`config.mk`:
```
export PLATFORM = sky130hd
export DESIGN_NAME = cu_if_fetch
export DESIGN_NICKNAME = d
export VERILOG_FILES = /design/src/rtl/cu_pkg.sv /design/src/rtl/cu_if_timeout.sv /design/src/rtl/cu_if_fetch.sv
export SDC_FILE = /design/constraint.sdc
export NUM_CORES = 1
export LEC_CHECK = 0
export ABC_AREA = 1
export CAP_MARGIN = 20
export CORE_MARGIN = 2
export CORE_UTILIZATION = 47
export CTS_CLUSTER_SIZE = 24
export DETAILED_ROUTE_END_ITERATION = 7
export PLACE_DENSITY = 0.91
export REMOVE_ABC_BUFFERS = 1
export SKIP_LAST_GASP = 1
export SYNTH_ARGS = -nofsm -noshare
export SYNTH_HDL_FRONTEND = slang
export SYNTH_SLANG_ARGS = --single-unit
```
`constraint.sdc`:
```
create_clock -name soc_clk -period 2.8 [get_ports soc_clk]
set_clock_uncertainty 0.2 [all_clocks]
set_input_delay 0.56 -clock soc_clk [delete_from_list [all_inputs] [get_ports soc_clk]]
set_output_delay 0.56 -clock soc_clk [all_outputs]
set_load 0.1 [all_outputs]
```
`src/rtl/cu_pkg.sv`:
```
// Shared control-unit definitions: fetch FSM states and instruction constants.
package cu_pkg;

  typedef enum logic [2:0] {
    REQ,
    WAIT_MEM,
    ISSUE,
    WAIT_DEC,
    HALT
  } if_state_t;

  localparam logic [31:0] NOP_INSTR        = 32'h0000_0013;
  localparam logic [31:0] INSTR_ALIGN_MASK = 32'h0000_0003;

endpackage : cu_pkg

```
`src/rtl/cu_if_timeout.sv`:
```
// Loadable down-counter with synchronous clear and an expire flag.
// expired_o is high while the count sits at 1, i.e. during the last cycle
// of a window of load_val_i cycles that started when the counter was loaded.
module cu_if_timeout #(
  parameter int W = 8
) (
  input  logic         clk_i,
  input  logic         rst_i,
  input  logic         clr_i,
  input  logic         load_i,
  input  logic [W-1:0] load_val_i,
  input  logic         dec_i,
  output logic         expired_o
);

  logic [W-1:0] cnt_q, cnt_d;

  // Next count: clear beats load beats decrement; stops at zero.
  always_comb begin
    // NOTE: default first so every path assigns cnt_d and no latch is inferred.
    cnt_d = cnt_q;
    if (clr_i) begin
      cnt_d = '0;
    end else if (load_i) begin
      cnt_d = load_val_i;
    end else if (dec_i && (cnt_q != '0)) begin
      cnt_d = cnt_q - 1'b1;
    end
  end

  // Count register with synchronous reset.
  always_ff @(posedge clk_i) begin
    // NOTE: non-blocking assignment so every flop samples pre-edge values.
    if (rst_i) cnt_q <= '0;
    else       cnt_q <= cnt_d;
  end

  assign expired_o = (cnt_q == W'(1));

endmodule : cu_if_timeout

```
`src/rtl/cu_if_fetch.sv`:
```
// Instruction-fetch initiator: fetches the word at pc, hands it to decode
// as Cu_IR with a one-cycle decode_start, then advances pc by the decoder's
// increment or jumps to a redirect target.
// Optional build macro CU_IF_PERF_CNT_EN adds fetch/stall counters.
module cu_if_fetch
  import cu_pkg::*;
#(
  parameter logic [31:0] RESET_PC    = 32'h0000_0000,
  parameter int          MEM_TIMEOUT = 16
) (
  input  logic        soc_clk,
  input  logic        IF_reset,
  input  logic        IF_stall,
  output logic        mem_req,
  output logic [31:0] mem_addr,
  input  logic        mem_ack,
  input  logic [31:0] mem_rdata,
  output logic [31:0] Cu_IR,
  output logic        decode_start,
  input  logic        IDU_ready,
  input  logic [31:0] pc_increment,
  input  logic        invalid_instruction,
  input  logic        redirect_valid,
  input  logic [31:0] redirect_pc,
  output logic [31:0] pc,
  output logic        fetch_fault
`ifdef CU_IF_PERF_CNT_EN
  ,
  output logic [31:0] fetch_count,
  output logic [31:0] stall_count
`endif
);

  localparam logic [7:0] TMO_LOAD = 8'(MEM_TIMEOUT);

  if_state_t   state_q, state_d;
  logic [31:0] pc_q, pc_d;
  logic [31:0] ir_q, ir_d;
  logic        fault_q, fault_d;
  logic        tmo_clr, tmo_load, tmo_dec, tmo_expired;

  // Watchdog for the memory response; loaded as WAIT_MEM is entered.
  cu_if_timeout #(.W(8)) u_timeout (
    .clk_i      (soc_clk),
    .rst_i      (IF_reset),
    .clr_i      (tmo_clr),
    .load_i     (tmo_load),
    .load_val_i (TMO_LOAD),
    .dec_i      (tmo_dec),
    .expired_o  (tmo_expired)
  );

  // Next-state, datapath updates and the decode_start pulse.
  always_comb begin
    state_d      = state_q;
    pc_d         = pc_q;
    ir_d         = ir_q;
    fault_d      = fault_q;
    tmo_clr      = 1'b0;
    tmo_load     = 1'b0;
    tmo_dec      = 1'b0;
    decode_start = 1'b0;
    if (IF_reset) begin
      // Registers are reset in the sequential block; keep outputs quiet.
    end else if (redirect_valid) begin
      // Flush: any same-cycle mem_ack or IDU_ready is dropped.
      pc_d    = redirect_pc;
      fault_d = 1'b0;
      tmo_clr = 1'b1;
      state_d = REQ;
    end else begin
      case (state_q)
        REQ: begin
          if (!IF_stall) begin
            if ((pc_q & INSTR_ALIGN_MASK) != '0) begin
              fault_d = 1'b1;
              state_d = HALT;
            end else begin
              tmo_load = 1'b1;
              state_d  = WAIT_MEM;
            end
          end
        end
        WAIT_MEM: begin
          // Stall does not hold off capture of an outstanding response.
          tmo_dec = 1'b1;
          if (mem_ack) begin
            ir_d    = mem_rdata;
            state_d = ISSUE;
          end else if (tmo_expired) begin
            fault_d = 1'b1;
            state_d = HALT;
          end
        end
        ISSUE: begin
          if (!IF_stall) begin
            decode_start = 1'b1;
            state_d      = WAIT_DEC;
          end
        end
        WAIT_DEC: begin
          if (IDU_ready) begin
            if (invalid_instruction) begin
              fault_d = 1'b1;
              state_d = HALT;
            end else begin
              pc_d    = pc_q + pc_increment;
              state_d = REQ;
            end
          end
        end
        HALT: begin
          // Frozen until redirect or reset.
        end
        default: state_d = REQ;
      endcase
    end
  end

  // State and datapath registers, synchronous reset.
  always_ff @(posedge soc_clk) begin
    if (IF_reset) begin
      state_q <= REQ;
      pc_q    <= RESET_PC;
      ir_q    <= NOP_INSTR;
      fault_q <= 1'b0;
    end else begin
      state_q <= state_d;
      pc_q    <= pc_d;
      ir_q    <= ir_d;
      fault_q <= fault_d;
    end
  end

  assign mem_req     = (state_q == WAIT_MEM);
  assign mem_addr    = pc_q;
  assign pc          = pc_q;
  assign Cu_IR       = ir_q;
  assign fetch_fault = fault_q;

`ifdef CU_IF_PERF_CNT_EN
  logic [31:0] fetch_count_q, stall_count_q;
  logic        fetch_accept;

  assign fetch_accept = (state_q == WAIT_MEM) && mem_ack && !redirect_valid;

  // Saturating performance counters; only reset clears them.
  always_ff @(posedge soc_clk) begin
    if (IF_reset) begin
      fetch_count_q <= '0;
      stall_count_q <= '0;
    end else begin
      if (fetch_accept && (fetch_count_q != '1)) fetch_count_q <= fetch_count_q + 32'd1;
      if (IF_stall && (stall_count_q != '1))     stall_count_q <= stall_count_q + 32'd1;
    end
  end

  assign fetch_count = fetch_count_q;
  assign stall_count = stall_count_q;
`endif

endmodule : cu_if_fetch

```
# Yosys cells after proc, flatten, opt, wreduce, memory -nomap -nowiden
# Cells that the tools add are included.
[op_classes] addsub=2 mul=0 div=0 magnitude_cmp=0 n_eq_ne=14 shifts=0 muxes=35 bitwise=2 reduce_logical=15
[op_table] op="two-way mux 32 bit" n=4
[op_table] op="adder 32 bit" n=1
[op_table] op="nonzero test 32 bit" n=1
[op_table] op="two-way mux 3 bit" n=7
[op_table] op="two-way mux 1 bit" n=20
[op_table] op="one-hot mux 3 bit (5 select lines)" n=1
[op_table] op="!= test 2 bit, second input constant" n=6
[op_table] op="two-way mux 5 bit" n=2
[op_table] op="== test 8 x 1 -> 1 bit, second input constant" n=1
[op_table] op="nonzero test 8 bit" n=1
[op_table] op="subtractor 8 x 1 -> 8 bit, second input constant" n=1
[op_table] op="AND reduction 7 bit" n=1
[op_table] op="== test 3 x 2 -> 1 bit, second input constant" n=2
[op_table] op="AND reduction 3 bit" n=2
[op_table] op="nonzero test 2 bit" n=3
[op_table] op="AND reduction 5 bit" n=1
[op_table] op="!= test 2 x 1 -> 1 bit, second input constant" n=2
[op_table] op="OR reduction 2 bit" n=2
[op_table] op="== test 3 x 1 -> 1 bit, second input constant" n=1
[op_table] op="== test 3 bit, second input constant" n=1
[op_table] op="zero test 3 bit" n=1
[op_table] op="!= test 3 x 1 -> 1 bit, second input constant" n=1
[op_table] op="one-hot mux 1 bit (3 select lines)" n=1
[op_table] op="nonzero test 3 bit" n=1
[op_table] op="other kinds (3)" n=4
[totals] register_bits=76 latchBits=0 ramBits=0 romBits=0 input_bits=103 out_inout_bits=99 wordCells=74 memories=0

# Logic depth before layout (Yosys ltp)
[depth] depth_word=7 depth_mapped=13 depth_no_buf=13

# Cells and area by module
# From an unflattened synthesis, not the netlist that was laid out.
[hier_totals] cells_unflattened=968 area_unflattened_um2=5944.5
[modules_own_cells] mod="cu_if_fetch" instances=1 cells_per_inst=862 area_each_um2=5325.1 seq_area_each_um2=1361.3
[modules_own_cells] mod="cu_if_timeout" instances=1 cells_per_inst=106 area_each_um2=619.3 seq_area_each_um2=160.2

# Least setup slack after synthesis
# Ideal clock, no wire load.
[synth_timing] kind="input-to-output" from="input port redirect_valid" to="output port decode_start" t_arrival_ns=2.928 required_time_ns=2.040 slack_ns=-0.888 path_stages=3 path_buffers=0 path_cell_list="nor2_2 > inv_1 > nor3_1"
[synth_via] elab_chain_len=2
[synth_lines] element="start, declared" line_no="cu_if_fetch.sv:23" text="input logic redirect_valid,"
[synth_lines] element="two-way mux 1 bit" line_no="cu_if_fetch.sv:65" text="end else if (redirect_valid) begin"
[synth_lines] element="two-way mux 1 bit" line_no="cu_if_fetch.sv:63" text="if (IF_reset) begin"
[synth_lines] element="end, declared" line_no="cu_if_fetch.sv:19" text="output logic decode_start,"
# Every way passes these cells.

# Final worst setup path
# Same ends and word-level chain as after synthesis.

==> results.yml <==
status:
  outcome: "finished clean"
hold_path:
  hold_start: "fetch_fault"
  hp-class: "reg -> reg"
  hold_path_end: "fetch_fault"
  whs_path_depth: 2
worst_setup_path:
  crit_slowest_cell: "clkdlybuf4s50_1"
  arrival_ns: 1.91
  crit_buf_inv: 3
  cpPeakStageDelay_ns: 0.43
  r2r.worst_path.cells: 11
  critPathKind: "in -> out"
  required_ns: 2.04
  r2r-start: "mem_addr[0]"
  critPathMaxFanout: 2
  r2r_slack_ns: 0.51
  path_delay_family: "buffers and inverters"
  r2r_end: "mem_addr[14]"
  cp_cell_sequence: "clkdlybuf4s50_1, nor2_2, inv_1, nor3_1, buf_12"
  critPathLaunchType: "input port"
  cp-end-kind: "output port"
layout:
  area.growth.synth_to_final_pct: 36.2
  antenna_cells: 0
  layout-drive-gt1-share_pct: 13.1
  design_area_um2: 7980
  final_common_cell: "nand2_1"
  final_cell_mix: "nand2_1 (301), inv_1 (148), nor2_1 (123)"
  layout.nets: 1283
clock_tree:
  htreeDepth: 3
  cts_sinks: 76
  cts_tree: "done"
  postCtsSetupBuffers: 0
  postCtsResizedCells: 0
  root_buffer: "clkbuf_16"
  clk_latency_ns: 0.35
  cts_made_buffers: 9
  postCtsHoldBufs: 0
  clock_tree.buffer_depth: 2
  cts.clk_slew.worst_paths_ns: 0.06
timing:
  finalSetupViolCount: 0
  max_freq_mhz: 375
  finalMaxSlewViolations: 0
  finalCritPeriodShare_pct: 95.2
  rsz0062_at_grt: "false"
  hold_viol: 0
  relSlewSlack_pct: 72.2
  fin_tns_setup_ns: 0
  tightest_slew_ns: 0.417
  post-route-min-period_ns: 2.67
synthesis:
  ys_ff_latch: 76
  yosysSeqAreaShare_pct: 26.0
  yosysWarnings: 0
  synthArstFlopShare_pct: 0
  ys_types: 38
  postSynthAreaPerCell_um2: 6.05
  netlist_area_um2: 5860
  dominantRegCellSynth: "dfxtp_1"
  synthCells: 969
  synth_edf_count: 0
placement:
  gp_congestion: 0.972
  portBuffers: 201
  placed_area_um2: 7670
  dp_hpwl_um: 13900
grt:
  antenna_found_initial: 0
  grt_max_degree: 33
  overflow: 0
  grt_pass1_vias: 6248
  grt_pass1_wl_um: 29100
  track_usage_pct: 27.3
flow_run:
  cap_viol_max_count: 0
power_and_ir_drop:
  power.total_mw: 3.85
  max-vdd-ir-drop_mv: 0.327
  total_leakage_power_nw: 4.20
  p_per_area_nw_per_um2: 482
floorplanning:
  die_w_um: 116
  start_util_pct: 48.4
  die_area_um2: 13400
  die_height_um: 116
  core_um2: 12100
  io_pins: 202
  rows: 40
routing:
  avgViaCountPerCell: 4.96
  vias: 6535
  wirelength_um: 17900
  drtPass1Iterations: 5
  wl_per_cell_um: 13.6
  detail_route.iter0.violations: 303
  drc: 0
  antenna_left: 0
[registers in the layout, summed over array words and instances, names as in the netlist]
name / cells
u_timeout.cnt_q: 8
state_q: 3
mem_addr: 32
Cu_IR: 32
fetch_fault: 1
[cells by family after synthesis]
| family | Yosys count | synth area share, % |
|---|---|---|
| simple gates | 515 | 36.2 |
| compound gates | 121 | 12.1 |
| flops | 76 | 26.0 |
| xor+xnor | 14 | 2.09 |
| fa+ha+maj | 35 | 7.60 |
| buf+inv | 208 | 16.1 |
[routing by layer]
layer	track usage [%]	vias to the layer above	part of all wire [%]
met3	6.90	30	8.9
met5	0	-	0
met2	47.3	252	47
li1	-	3365	-
met4	8.81	0	2.1
met1	33.2	2888	42
[report_power, final]
group          total, mW  switching [mW]  internal (mW)
registers           1.18          0.0511           1.13
logic               1.40           0.972          0.432
clock network       1.27           0.490          0.777
[per-stage QoR]
stage / cells / utilization [%] / setup slack (ns) / hold WS, ns
floorplan: 914 / - / -0.888 / 0.245
global placement: 1302 / 63.3 / 0.00584 / 0.238
detailed placement: 1302 / 63.3 / -0.0522 / 0.239
CTS: 1317 / 65.9 / 0.0982 / 0.248
global route: 1317 / 65.9 / 0.0741 / 0.277
finish: 1317 / 65.9 / 0.135 / 0.246
[worst min-delay path: stages, from the launching register on]
cell and delay (ns):
dfxtp_1 0.31, inv_1 0.04, a21oi_1 0.05
[cells in the mapped netlist (all sizes together), types with 8 or more instances]
library cell | instances | area (um^2)
a21oi | 52 | 272
a22o | 15 | 131
a31oi | 9 | 62.6
buf | 47 | 339
clkbuf | 8 | 30.0
dfxtp | 76 | 1520
ha | 34 | 425
inv | 152 | 571
nand2 | 302 | 1140
nand3 | 54 | 280
nor2 | 126 | 480
o21ai | 38 | 190
xor2 | 11 | 96.3
[how the worst max path moves through the flow]
stage / start / endpoint / slack (ns) / depth (start not counted)
global placement: pc_increment[0] / mem_addr[10] / 0.006 / 13
detailed placement: pc_increment[0] / mem_addr[26] / -0.05 / 14
finish: redirect_valid / decode_start / 0.13 / 5
floorplan: redirect_valid / decode_start / -0.89 / 3
global route: redirect_valid / decode_start / 0.07 / 5
CTS: redirect_valid / decode_start / 0.1 / 5
[final cells by class]
class                           count  area (um^2)
Clock buffer                        9          225
Clock inverter                      6         88.8
Fill cell                        1136         4130
Inverter                          153          574
Multi-Input combinational cell    685         3410
Sequential cell                    76         1520
Tap cell                          168          210
Timing Repair Buffer              220         1960
No activity file was read; power rests on OpenSTA's default activity.
